$ cat src/rtl/sseg_scan_ctrl.sv
// Time-multiplexed scan controller for a common-anode multi-digit seven-segment display.
// A single shared hexaDigit decoder is fed from a frame-consistent shadow copy of the value.

module hexaDigit (
  input  logic [3:0] Hex,
  input  logic       DP,
  output logic [7:0] SSeg
);
  logic [6:0] w_pat;

  // Active-high gfedcba pattern; inverted below for the common-anode pins.
  always_comb begin
    w_pat = 7'h00;
    case (Hex)
      4'h0: w_pat = 7'h3F;
      4'h1: w_pat = 7'h06;
      4'h2: w_pat = 7'h5B;
      4'h3: w_pat = 7'h4F;
      4'h4: w_pat = 7'h66;
      4'h5: w_pat = 7'h6D;
      4'h6: w_pat = 7'h7D;
      4'h7: w_pat = 7'h07;
      4'h8: w_pat = 7'h7F;
      4'h9: w_pat = 7'h6F;
      4'hA: w_pat = 7'h77;
      4'hB: w_pat = 7'h7C;
      4'hC: w_pat = 7'h39;
      4'hD: w_pat = 7'h5E;
      4'hE: w_pat = 7'h79;
      4'hF: w_pat = 7'h71;
      default: w_pat = 7'h00;
    endcase
  end

  assign SSeg = ~{DP, w_pat};
endmodule

module sseg_scan_ctrl #(
  parameter int NUM_DIGITS   = 4,
  parameter int REFRESH_DIV  = 50000,
  parameter int BLANK_CYCLES = 2,
  localparam int VAL_W  = 4 * NUM_DIGITS,
  localparam int IDX_W  = (NUM_DIGITS > 1) ? $clog2(NUM_DIGITS) : 1,
  localparam int TICK_W = $clog2(REFRESH_DIV)
) (
  input  logic                  clk,
  input  logic                  rst,
  input  logic                  load,
  input  logic [VAL_W-1:0]      value,
  input  logic [NUM_DIGITS-1:0] dp_in,
  input  logic                  lz_suppress,
  output logic [NUM_DIGITS-1:0] an,
  output logic [7:0]            seg,
  output logic [IDX_W-1:0]      digit_idx,
  output logic                  frame_start,
  output logic                  pending
);
  logic [TICK_W-1:0]     r_tick;
  logic [IDX_W-1:0]      r_idx;
  logic                  r_frame_start;
  logic                  r_pending;
  logic [VAL_W-1:0]      r_stg_val;
  logic [NUM_DIGITS-1:0] r_stg_dp;
  logic                  r_stg_lz;
  logic [VAL_W-1:0]      r_shd_val;
  logic [NUM_DIGITS-1:0] r_shd_dp;
  logic                  r_shd_lz;
  logic [NUM_DIGITS-1:0] r_an;
  logic [7:0]            r_seg;

  logic                  w_tick_wrap;
  logic                  w_boundary;
  logic [3:0]            w_hex;
  logic                  w_dp;
  logic [7:0]            w_sseg;
  logic [NUM_DIGITS-1:0] w_supp;
  logic [NUM_DIGITS-1:0] w_an_next;

  assign w_tick_wrap = (r_tick == TICK_W'(REFRESH_DIV - 1));
  assign w_boundary  = w_tick_wrap && (r_idx == IDX_W'(NUM_DIGITS - 1));
  assign w_hex       = r_shd_val[{r_idx, 2'b00} +: 4];
  assign w_dp        = r_shd_dp[r_idx];

  hexaDigit u_dec (
    .Hex  (w_hex),
    .DP   (w_dp),
    .SSeg (w_sseg)
  );

  // A digit goes dark only while every nibble from it upward is zero and its own dp is off.
  always_comb begin
    logic w_zero_run;
    w_zero_run = 1'b1;
    w_supp     = '0;
    for (int k = NUM_DIGITS - 1; k >= 0; k--) begin
      w_zero_run = w_zero_run & (r_shd_val[4*k +: 4] == 4'h0);
      w_supp[k]  = r_shd_lz & w_zero_run & ~r_shd_dp[k] & (k != 0);
    end
  end

  always_comb begin
    w_an_next = '1;
    if ((r_tick >= TICK_W'(BLANK_CYCLES)) && !w_supp[r_idx])
      w_an_next[r_idx] = 1'b0;
  end

  always_ff @(posedge clk) begin
    if (rst) begin
      r_tick        <= '0;
      r_idx         <= '0;
      r_frame_start <= 1'b0;
      r_pending     <= 1'b0;
      r_stg_val     <= '0;
      r_stg_dp      <= '0;
      r_stg_lz      <= 1'b0;
      r_shd_val     <= '0;
      r_shd_dp      <= '0;
      r_shd_lz      <= 1'b0;
      r_an          <= '1;
      r_seg         <= 8'h00;
    end else begin
      r_tick <= w_tick_wrap ? '0 : r_tick + 1'b1;
      if (w_tick_wrap)
        r_idx <= (r_idx == IDX_W'(NUM_DIGITS - 1)) ? '0 : r_idx + 1'b1;
      r_frame_start <= w_boundary;
      // Shadow takes the pre-edge staging, so a load on the boundary waits one frame.
      if (w_boundary && r_pending) begin
        r_shd_val <= r_stg_val;
        r_shd_dp  <= r_stg_dp;
        r_shd_lz  <= r_stg_lz;
      end
      if (load) begin
        r_stg_val <= value;
        r_stg_dp  <= dp_in;
        r_stg_lz  <= lz_suppress;
        r_pending <= 1'b1;
      end else if (w_boundary) begin
        r_pending <= 1'b0;
      end
      r_an  <= w_an_next;
      r_seg <= w_sseg;
    end
  end

  assign an          = r_an;
  assign seg         = r_seg;
  assign digit_idx   = r_idx;
  assign frame_start = r_frame_start;
  assign pending     = r_pending;
endmodule
$ cat config.mk
export PLATFORM = sky130hd
export DESIGN_NAME = sseg_scan_ctrl
export DESIGN_NICKNAME = d
export VERILOG_FILES = /design/src/rtl/sseg_scan_ctrl.sv
export SDC_FILE = /design/constraint.sdc
export NUM_CORES = 1
export LEC_CHECK = 0
export BUFFER_PORTS_ARGS = -buffer_cell sky130_fd_sc_hd__buf_2
export CAP_MARGIN = 0
export CORE_MARGIN = 2
export CORE_UTILIZATION = 35
export CTS_BUF_LIST = sky130_fd_sc_hd__clkbuf_16
export DETAILED_ROUTE_END_ITERATION = 6
export GPL_ROUTABILITY_DRIVEN = 0
export GPL_TIMING_DRIVEN = 0
export PLACE_DENSITY = 0.52
export SLEW_MARGIN = 10
export SYNTH_ARGS = -nofsm -noshare
export SYNTH_HDL_FRONTEND = slang
export SYNTH_SLANG_ARGS = --single-unit
$ cat constraint.sdc
create_clock -name clk -period 5.25 [get_ports clk]
set_input_delay 1.05 -clock clk [delete_from_list [all_inputs] [get_ports clk]]
set_output_delay 1.05 -clock clk [all_outputs]
set_load 0.1 [all_outputs]
== After elaboration in Yosys (flattened, before gate mapping) ==
Memory sizes are Yosys's and may differ from the RTL's.
Cells that the tools add are included.

* Memories: 1
* Bits in registers: 74
* Input port bits: 24
* Logic and storage cells: 55
* ROM bits: 112

{| class="wikitable"
|+ Memory list
! memory !! depth !! bits a word !! rd ports !! clocked after memory_dff !! wr ports !! line !! source
|-
| (no name shown) || 16 || 7 || 1 || 0 || 0 || 14 || <nowiki>case (Hex)</nowiki>
|}

* Mux-type cells: 9
* Equality and inequality tests: 2
* Bitwise operators: 14
* Reduce and logical (&&, ||, !) cells: 11
* $add $sub $neg: 2
* Shifts and indexed selects: 1
* Magnitude comparators: 3

{| class="wikitable"
|+ Operator list
! kind !! count
|-
| $add 16x1->16 const B || 1
|-
| $eq 16x16->1 const B || 1
|-
| $ge 16x2->1 const B || 1
|-
| $shiftx 16x5->4 || 1
|-
| $logic_not 4->1 || 3
|-
| $and 1x1->1 || 8
|-
| $not 8->8 || 1
|-
| $mux 1 || 5
|-
| $bmux 1 s2 || 2
|-
| $logic_and 1x1->1 || 4
|-
| $not 1->1 || 4
|-
| $not 4->4 || 1
|-
| $reduce_or 2->1 || 2
|-
| $lt 2x3->1 const B || 1
|-
| $add 2x1->2 const B || 1
|-
| $demux 1 s2 || 1
|-
| $eq 2x2->1 const B || 1
|-
| $ge 2x1->1 const B || 1
|-
| $mux 2 || 1
|-
| $reduce_bool 2->1 || 1
|-
| $logic_not 1->1 || 1
|}

== Longest topological paths before layout ==
* Word-level depth: 11
* Depth in mapped cells: 7
* Depth with buffers taken out: 6

== By module ==
From an unflattened synthesis, not the netlist that was laid out.

* Cell total of the unflattened synthesis: 346
* Area, all modules: 3,419.5 um^2

{| class="wikitable"
|+ Modules (own cells, without submodules)
! module !! area an instance (um^2) !! cells an instance !! seq. area each (um^2) !! times used
|-
| sseg_scan_ctrl || 3,171.8 || 313 || 1,481.4 || 1
|-
| hexaDigit || 247.7 || 33 || 0.0 || 1
|}

== Worst setup path before layout ==
Ideal clock, no wire load.

* Kind: reg2reg
* Start: register r_idx[0] (netlist: digit_idx[0])
* End: register r_seg[4] (netlist: seg[4])
* Required time: 5,180 ps
* Stages on the path, launching flop included: 8
* Clock period less this slack: 2,806 ps
* Library setup time: 70 ps
* Setup slack: 2,444 ps
* Buffers on the path: 1
* Arrival: 2,736 ps
* Path through: dfxtp_1 -> buf_2 -> mux4_2 -> inv_1 -> ha_1 -> inv_1 -> or3_1 -> a21oi_1

* Cells in the longest elaborated chain, start to end: 3

{| class="wikitable"
|+ RTL lines
! element !! line !! source
|-
| start: declaration || 59 || <nowiki>logic [IDX_W-1:0] r_idx;</nowiki>
|-
| start signal: assignment || 124 || <nowiki>r_idx <= (r_idx == IDX_W'(NUM_DIGITS - 1)) ? '0 : r_idx + 1'b1;</nowiki>
|-
| $shiftx 16x5->4 || 81 || <nowiki>assign w_hex = r_shd_val[{r_idx, 2'b00} +: 4];</nowiki>
|-
| $mem_v2 16x7 || - ||
|-
| $not 8->8 || 35 || <nowiki>assign SSeg = ~{DP, w_pat};</nowiki>
|-
| end signal: assignment || 141 || <nowiki>r_seg <= w_sseg;</nowiki>
|-
| end: declaration || 69 || <nowiki>logic [7:0] r_seg;</nowiki>
|}

Every way passes these cells.
A chain may end at the register's enable or synchronous reset.

== Final worst setup path ==
Ends and elaborated chain as after synthesis.

==> reports/summary.txt <==
htree depth = 3
Die Area = 10600 µm²
# Max-Cap Violations = 0
Die H = 103 µm
Post-CTS Repair Setup Buffers = 0
worst-path fanout max = 10
max-slew violations = 0
Chip Width = 103 µm
fraction of registers with async set/reset = 0%
WS Path Type = register to register
initial antenna violation count = 0
first-pass GRT wire length = 13300 µm
most frequent CP cell = inv_1
flop-to-flop setup slack = 2950 ps
CTS Buf Count = 9
fin cells = 545
Detail Route Antenna Nets = 0
GRT Overall Usage = 16.4%
pin count of the biggest net entering global routing = 12
pre-CTS setup slack = 2870 ps
Critical-path top delay cell = mux4_2
Clock Pin Slew Worst Setup and Hold Paths = 60 ps
Total Neg Setup Slack = 0 ps
Yosys warning count = 0
worst vdd rail ir drop = 0.105 mV
total clock sinks = 74
hold depth = 2
top cells by area, synth = dfxtp_1 (43%), mux2i_1 (7.0%), o31ai_2 (5.8%)
most numerous cell in the Yosys netlist = dfxtp_1
Post-Syn Area = 3430 µm²
worst-path cell chain = buf_2, mux4_2, inv_1, ha_1, inv_1, or3_1, a21oi_1
Clock Skews = 7.20 ps
filler cell count = 978
Synth area leader = dfxtp_1
Tmin final = 2300 ps
layout cells sized above 1 = 20.9%
RSZ-0062 raised after global routing = false
CP bufs+invs = 3
n_diodes = 0
Worst-Margin Slew = 834 ps
Final WS setup = 2950 ps
worst path required time = 5510 ps
final WL = 7950 µm
RR Startpoint = digit_idx[0]$_SDFFE_PP0N_
top cell family by delay on the critical path = multiplexers
vias in the first global route = 2631
HPWL after detailed placement = 5730 µm
Final Cycle Share = 43.9%
P&R area growth vs syn = 17.8%
max incr delay on CP = 620 ps
Hold Buf Count CTS = 0
initial core utilization = 35.6%
R2R depth = 7
flop and latch count out of synthesis = 74
Worst R2R End = seg[4]$_SDFF_PP0_
std cell rows = 36
fin nets = 442
clk_lat worst skew = 330 ps
CTS Root Cell = clkbuf_16
Iteration-0 DRC Markers = 140
Synth Area per Inst = 9.58 µm²
post-synth top area share = 43.2%
Arr. time, crit path = 2570 ps
gr ovfl total = 0
LEAKAGE = 1.48 nW
Post-Syn Nets = 393
Post-synth top cells = dfxtp_1 (74), nor2_1 (41), a21oi_1 (31)
CTS max path bufs = 2
vias = 2741
placed insts = 529
DRC Markers = 0
I/O pin total = 40
Slew HR = 44.4%
Core ar. = 9640 µm²
IO buf count = 38
Worst Hold Class = register to register
CTS tree = done
cts repair resizes = 0
Top FF cell, synth = dfxtp_1
Post-synth EDFFs = 0
outcome = complete, no violations
Hold Crit Start = r_shd_val[0]$_SDFFE_PP0P_
post-synthesis cell count = 358
final setup vio count = 0
Highest Clock Rate = 0.434 GHz
startpoint types = register
DRT Pass-1 Iters = 4
Pwr Density = 292 nW/µm²
final hold viol count = 0
vias per cell = 5.03
Hold EP = r_shd_val[0]$_SDFFE_PP0P_
wire per inst = 14.6 µm
crit end category = register
Seq/Total Area, Yosys = 43.2%
post-synthesis cell type count = 39
-- worst max-delay path by stage --
stage                                         start                         to  slack (ps)  cells past startpoint
after detailed placement                       load   r_stg_dp[1]$_SDFFE_PP0P_        2870                      4
after CTS                 digit_idx[0]$_SDFFE_PP0N_          seg[4]$_SDFF_PP0_        2960                      7
final                     digit_idx[0]$_SDFFE_PP0N_          seg[4]$_SDFF_PP0_        2950                      7
after global routing           r_tick[0]$_SDFF_PP0_  r_shd_val[5]$_SDFFE_PP0P_        2690                      6
after floorplan           digit_idx[0]$_SDFFE_PP0N_          seg[4]$_SDFF_PP0_        2440                      7
after global placement                         load  r_stg_val[1]$_SDFFE_PP0P_        2900                      4
-- layer usage --
| layer | part of all wire, % | GRT usage [%] | vias to the layer above |
|---|---|---|---|
| met1 | 51 | 23.0 | 1265 |
| met5 | 0 | 0 | - |
| met3 | 3.8 | 3.53 | 11 |
| li1 | - | - | 1411 |
| met2 | 44 | 24.1 | 54 |
| met4 | 1.6 | 7.69 | 0 |
-- sequential cells by signal (all words and copies together) (netlist names) --
name,cells
r_shd_lz,1
r_tick,16
r_stg_val,16
digit_idx,2
r_stg_lz,1
r_shd_val,16
r_shd_dp,4
r_stg_dp,4
an,4
pending,1
seg,8
frame_start,1
-- cell type report --
cell class                 instances  area, µm²  area share (%)
buffer                            29        160            3.96
multi-input combinational        242       1740            43.1
clock buffer                       9        225            5.57
tap                              133        166            4.12
timing repair buffer              38        190            4.70
clock inverter                     7       30.0           0.743
sequential                        74       1480            36.6
inverter                          13       48.8            1.21
-- worst register-to-register path: stages (launching register included) --
cell,delay (ps)
dfxtp_1,390
buf_2,300
mux4_2,620
inv_1,140
ha_1,230
inv_1,70
or3_1,370
a21oi_1,120
-- logic make-up (layout without fill, tap and decap cells) --
| logic type | count (synthesis) | in the layout | synth area share [%] |
|---|---|---|---|
| DFF | 74 | 74 | 43.2 |
| muxes | 30 | 30 | 10.3 |
| AOI/OAI and AO/OA | 70 | 70 | 15.5 |
| and+or+nand+nor | 120 | 120 | 18.1 |
| buffers and inverters | 42 | 96 | 6.09 |
| xor gates and xnor gates | 11 | 11 | 2.81 |
| adders and majority gates | 11 | 11 | 4.01 |
-- stage by stage --
step                      util (%)  cell area (µm²)  hold WS (ps)  power, mW
after floorplan                  -             3430           426      0.642
after global placement        39.3             3790           445      0.663
after detailed placement      39.3             3790           468      0.664
after CTS                     41.9             4040           477       1.20
after global routing          41.9             4040           500       1.24
final                         41.9             4040           470       1.18
-- cells in the final DEF (no fill, tap or decap), types with 3 or more instances in the layout --
cell	netlist	layout
dfxtp_1	74	74
nor2_1	41	41
buf_2	2	40
a21oi_1	31	31
nand4_1	29	29
mux2i_1	24	24
clkbuf_1	19	19
o31ai_2	16	16
inv_1	12	15
nand2_1	11	11
ha_1	11	11
nand3_1	10	10
clkbuf_16	0	9
xnor2_1	8	8
nor3_1	6	6
o31ai_1	6	6
nor4_1	6	6
o21ai_0	6	6
buf_6	5	5
mux4_2	4	4
a31oi_1	4	4
and2_1	3	3
or4_1	3	3
xor2_1	3	3
clkinv_2	0	3
-- where the power goes --
group	leakage, nW	internal [mW]	switching (mW)
registers	0.602	0.576	0.00845
logic	0.735	0.0236	0.0431
clock network	0.140	0.310	0.221
total	1.48	0.909	0.273
Power figures use the tool's default switching activity.
